<file path="config.mk">
export PLATFORM = sky130hd
export DESIGN_NAME = trellis_table_loader
export DESIGN_NICKNAME = d
export VERILOG_FILES = /design/src/rtl/viterbi_pkg.sv /design/src/rtl/trellis_entry_gen.sv /design/src/rtl/trellis_table_loader.sv
export SDC_FILE = /design/constraint.sdc
export NUM_CORES = 1
export LEC_CHECK = 0
export ABC_AREA = 1
export ABC_CLOCK_PERIOD_IN_PS = 1450
export CELL_PAD_IN_SITES_DETAIL_PLACEMENT = 0
export CELL_PAD_IN_SITES_GLOBAL_PLACEMENT = 1
export CORE_ASPECT_RATIO = 0.75
export CORE_MARGIN = 3
export CORE_UTILIZATION = 25
export DETAILED_ROUTE_END_ITERATION = 6
export GPL_TIMING_DRIVEN = 0
export HOLD_SLACK_MARGIN = 0.02
export PLACE_DENSITY_LB_ADDON = 0.1
export SLEW_MARGIN = 10
export SYNTH_ARGS = -nofsm -noshare
export SYNTH_HDL_FRONTEND = slang
export SYNTH_SLANG_ARGS = --single-unit
</file>
<file path="constraint.sdc">
create_clock -name clk -period 1.45 [get_ports clk]
set_input_delay 0.2175 -clock clk [delete_from_list [all_inputs] [get_ports clk]]
set_output_delay 0.2175 -clock clk [all_outputs]
set_load 0.05 [all_outputs]
</file>
<file path="src/rtl/viterbi_pkg.sv">
// Shared Viterbi decoder definitions: code geometry, loader FSM states and parity helper.
package viterbi_pkg;

    localparam int unsigned K          = 1;
    localparam int unsigned M          = 3;
    localparam int unsigned N          = 2;
    localparam int unsigned STATE_W    = M - K;
    localparam int unsigned ENTRIES    = 2 ** M;
    localparam int unsigned PARITY_MAX = 32;

    typedef enum logic [1:0] {
        IDLE,
        WRITE,
        DONE
    } loader_state_t;

    function automatic logic parity(input logic [PARITY_MAX-1:0] v);
        return ^v;
    endfunction

endpackage

</file>
<file path="src/rtl/trellis_entry_gen.sv">
// Combinational trellis entry: next state and code output for row s, column u.
module trellis_entry_gen
    import viterbi_pkg::*;
#(
    parameter int unsigned k = K,
    parameter int unsigned m = M,
    parameter int unsigned n = N
) (
    input  logic [m-k-1:0] s,
    input  logic [k-1:0]   u,
    input  logic [n*m-1:0] gens,
    output logic [m-k-1:0] next_state,
    output logic [0:n-1]   output_data
);

    // r[m-1] is the newest input bit, lining up with each generator's MSB
    logic [m-1:0] r;

    assign r          = {u, s};
    assign next_state = r[m-1:k];

    always_comb begin
        output_data = '0;
        for (int unsigned i = 0; i < n; i++) begin
            output_data[i] = parity(PARITY_MAX'(r & gens[(n-i)*m-1 -: m]));
        end
    end

endmodule

</file>
<file path="src/rtl/trellis_table_loader.sv">
// Sequencer that fills the next-state and output tables one entry per cycle.
module trellis_table_loader
    import viterbi_pkg::*;
#(
    parameter int unsigned k = K,
    parameter int unsigned m = M,
    parameter int unsigned n = N
) (
    input  logic             clk,
    input  logic             reset,
    input  logic             start,
    input  logic             hold,
    input  logic [n*m-1:0]   gen_poly,
    output logic             busy,
    output logic             done,
    output logic             load,
    output logic [0:m-k-1]   state_address,
    output logic [0:k-1]     input_address,
    output logic [0:m-k-1]   next_state_data,
    output logic [0:n-1]     output_data
);

    localparam int unsigned STW = m - k;

    loader_state_t  state_q, state_d;
    logic [m-1:0]   cnt_q, cnt_d;
    logic [n*m-1:0] gen_q, gen_d;
    logic           load_d, busy_d, done_d;
    logic [STW-1:0] ns_d;
    logic [0:n-1]   out_d;

    // Entry generator looks at the next counter so the write port registers
    // always present the entry that is pending in the following cycle.
    trellis_entry_gen #(
        .k(k),
        .m(m),
        .n(n)
    ) u_entry (
        .s          (cnt_d[m-1:k]),
        .u          (cnt_d[k-1:0]),
        .gens       (gen_d),
        .next_state (ns_d),
        .output_data(out_d)
    );

    always_comb begin
        state_d = state_q;
        cnt_d   = cnt_q;
        gen_d   = gen_q;
        load_d  = 1'b0;
        busy_d  = 1'b0;
        done_d  = 1'b0;
        unique case (state_q)
            IDLE: begin
                if (start) begin
                    state_d = WRITE;
                    cnt_d   = '0;
                    gen_d   = gen_poly;
                    load_d  = 1'b1;
                    busy_d  = 1'b1;
                end
            end
            WRITE: begin
                busy_d = 1'b1;
                load_d = ~hold;
                // load_q marks the presented entry as written at this edge
                if (load) begin
                    if (cnt_q == '1) begin
                        state_d = DONE;
                        cnt_d   = '0;
                        load_d  = 1'b0;
                        busy_d  = 1'b0;
                        done_d  = 1'b1;
                    end else begin
                        cnt_d = cnt_q + m'(1);
                    end
                end
            end
            DONE: begin
                state_d = IDLE;
            end
            default: begin
                state_d = IDLE;
            end
        endcase
    end

    always_ff @(posedge clk) begin
        if (reset) begin
            state_q         <= IDLE;
            cnt_q           <= '0;
            gen_q           <= '0;
            busy            <= 1'b0;
            done            <= 1'b0;
            load            <= 1'b0;
            state_address   <= '0;
            input_address   <= '0;
            next_state_data <= '0;
            output_data     <= '0;
        end else begin
            state_q         <= state_d;
            cnt_q           <= cnt_d;
            gen_q           <= gen_d;
            busy            <= busy_d;
            done            <= done_d;
            load            <= load_d;
            state_address   <= cnt_d[m-1:k];
            input_address   <= cnt_d[k-1:0];
            next_state_data <= ns_d;
            output_data     <= out_d;
        end
    end

endmodule

</file>
==> impl_metrics.env <==
export IMPL_area_growth_syn_to_layout_pct=47.8
export IMPL_path_cells="ha_4 -> ha_4 -> inv_2 -> nand2_2 -> nand3_2 -> nand2_2 -> nand2_2 -> inv_2 -> nand2_2 -> nand2_2 -> nand2_1 -> nand2_1 -> nor2_1"
export IMPL_drive_above_1_share=0.287
export IMPL_hpwl_mm=1.33
export IMPL_rsz0062_at_grt="true"
export IMPL_synth_flop_cell="dfxtp_1"
export IMPL_hold_viol=0
export IMPL_ys_ff_latch=16
export IMPL_initial_core_util=0.274
export IMPL_die_height_um=53.3
export IMPL_critical_path_buf_inv_count=2
export IMPL_grt_pass1_wl_mm=3.12
export IMPL_synth_cell_type_count=19
export IMPL_crit_reg2reg_capture="output_data[0]"
export IMPL_cts_htree_levels=1
export IMPL_min_period_over_period=1.03
export IMPL_io_buffers=19
export IMPL_crit_arrival_ps=1640
export IMPL_tns_ps=-64.3
export IMPL_cts_buffers=3
export IMPL_dr_pass1_iters=4
export IMPL_crit_path_start="state_address[1]"
export IMPL_ys_top_cells_by_count="nand2_1, dfxtp_1, nand3_1"
export IMPL_cts_tree="yes"
export IMPL_place_ws_ps=-298
export IMPL_cp_start_kind="register"
export IMPL_drt_iter0_markers=14
export IMPL_hold_depth=3
export IMPL_crit_family="simple AND/OR/NAND/NOR gates"
export IMPL_cp_max_fo=4
export IMPL_hold_path_end="gen_q[1]"
export IMPL_clock_path_buffers=2
export IMPL_fmax_ghz=0.671
export IMPL_p_total_w=0.00102
export IMPL_reg2reg_from="state_address[1]"
export IMPL_r2r_setup_slack_ps=-40
export IMPL_holdWs_ps=437
export IMPL_coreArea_um2=2720
export IMPL_vias=705
export IMPL_hp_start="start"
export IMPL_status="complete, but fails checks"
export IMPL_rows=16
export IMPL_netlist_area_um2=746
export IMPL_drv_slew=0
export IMPL_reg2reg_depth=13
export IMPL_routed_wl_mm=1.82
export IMPL_routedWlPerCell_um=11.0
export IMPL_routabilityCongestion=0.716
export IMPL_n_antenna_cell=0
export IMPL_synth_net_count=115
export IMPL_die_area_um2=3680
export IMPL_path_class="reg -> reg"
export IMPL_yosysSeqAreaShare=0.430
export IMPL_cts_sinks=16
export IMPL_slowest_stage="dfxtp_4"
export IMPL_pwr_density_cell_nw_per_um2=921
export IMPL_clk_pin_slew_worst_paths_ps=70
export IMPL_io_pins=20
export IMPL_cellLeakagePower_nw=0.508
export IMPL_final_util=0.405
export IMPL_period_needed_ps=1490
export IMPL_fin_nets=142
export IMPL_synth_edff_count=0
export IMPL_dieWidth_um=69.1
export IMPL_insertion_delay_ps=250
export IMPL_ys_warn_count=0
export IMPL_worst_slack_ps=-40.0
export IMPL_fin_skew_ps=3.10
export IMPL_slowest_delay_ps=360
export IMPL_synth_most_common_cell="nand2_1"
export IMPL_grt_max_degree=11
export IMPL_vias_per_cell=4.27
export IMPL_worst_slew_pin_transition_ps=508
export IMPL_slew_headroom=0.661
export IMPL_required_ps=1600
export IMPL_synth_top_area_cell="dfxtp_1"
export IMPL_synth_async_reset_ratio=0
export IMPL_syn_inst=103
export IMPL_vdd_drop_max_mv=0.522
export IMPL_cap_viol_max_count=0
export IMPL_end_kind="register"
export IMPL_failed_checks="setup timing"
export IMPL_clock_root_buffer="clkbuf_8"
export IMPL_syn_area_per_cell_um2=7.24
export IMPL_drc_errors=0
export IMPL_synth_top_area_frac=0.430
export IMPL_cp_common_cell="nand2_2"
export IMPL_grt_pass1_vias=663
export IMPL_ant_nets=0
export IMPL_finalSetupViolCount=2
export IMPL_min_path_type="in -> reg"
export IMPL_antenna_found_initial=0
export IMPL_grt_usage=0.109
export IMPL_synth_area_top_cells="dfxtp_1, nand2_1, nand3_1"
export IMPL_grt_ovfl_total=0
-- sequential cells by signal, summed over array words and instances, names as in the netlist --
| name | count |
|---|---|
| busy | 1 |
| cnt_q | 1 |
| done | 1 |
| gen_q | 6 |
| load | 1 |
| next_state_data | 1 |
| output_data | 2 |
| state_address | 1 |
| state_q | 2 |
-- cell families (layout without fill, tap and decap cells) --
family / Yosys count / count (layout) / synth area share
AOI/OAI and AO/OA: 12 / 12 / 0.0973
xor gates and xnor gates: 1 / 1 / 0.0117
adders and majority gates: 2 / 2 / 0.0336
buffers and inverters: 14 / 40 / 0.0805
DFF: 16 / 16 / 0.430
and+or+nand+nor: 58 / 58 / 0.347
-- worst max path at each step --
stage	end	slack, ps	cells after the start
4_1_cts	output_data[0]	-50	13
2_1_floorplan	output_data[1]	-50	13
6_report	output_data[0]	-40	13
3_5_place_dp	output_data[0]	-300	10
5_1_grt	output_data[0]	-140	13
3_3_place_gp	output_data[1]	-290	10
-- cell type report --
type | instances | area (um^2)
repair buffers | 22 | 200
multi-input cells | 73 | 423
plain buffers | 3 | 18.8
clock inverters | 1 | 3.75
fillers | 306 | 1620
well taps | 36 | 45.0
clock buffers | 3 | 41.3
flip-flops and latches | 16 | 329
inverters | 11 | 41.3
-- through the flow --
stage / cells / area [um^2]
floorplan: 103 / 779
global placement: 158 / 1010
detailed placement: 158 / 1010
CTS: 165 / 1100
global route: 165 / 1100
finish: 165 / 1100
-- placed cells by master, fill, tap and decap left out, drive strengths merged --
| cell | n |
|---|---|
| dlygate4sd2 | 7 |
| clkdlybuf4s50 | 8 |
| nor3 | 2 |
| nand3 | 11 |
| clkbuf | 5 |
| nor2 | 12 |
| a21oi | 8 |
| clkdlybuf4s15 | 1 |
| o21ai | 2 |
| nand2 | 31 |
| buf | 6 |
| ha | 2 |
| or2 | 2 |
| xnor2 | 1 |
| o21a | 2 |
| clkinv | 1 |
| dfxtp | 16 |
| inv | 11 |
| dlymetal6s2s | 1 |
-- routing by layer --
metal	global-route usage	vias up	wire length [um]
met5	0	-	0
met4	0.0292	0	7
met3	0.0398	2	78
met2	0.168	16	740
met1	0.143	311	990
li1	-	376	-
-- tightest hold or removal path, cell delays in order --
cell and delay (ps):
dlymetal6s2s_1 210, nand3_1 140, a21oi_1 60
-- timing repair --
item,in CTS,in global routing
gates resized for setup,24,6
pin swaps,9,4
hold buffers,0,0
endpoints found under the setup margin,12,4
buffers inserted,3,0
-- power breakdown --
part | switching, W | internal (W)
sequential | 0.0000161 | 0.000460
clock | 0.000154 | 0.000188
combinational | 0.000122 | 0.0000763
total | 0.000291 | 0.000724
Note: power is estimated with default switching activity, not from simulation.
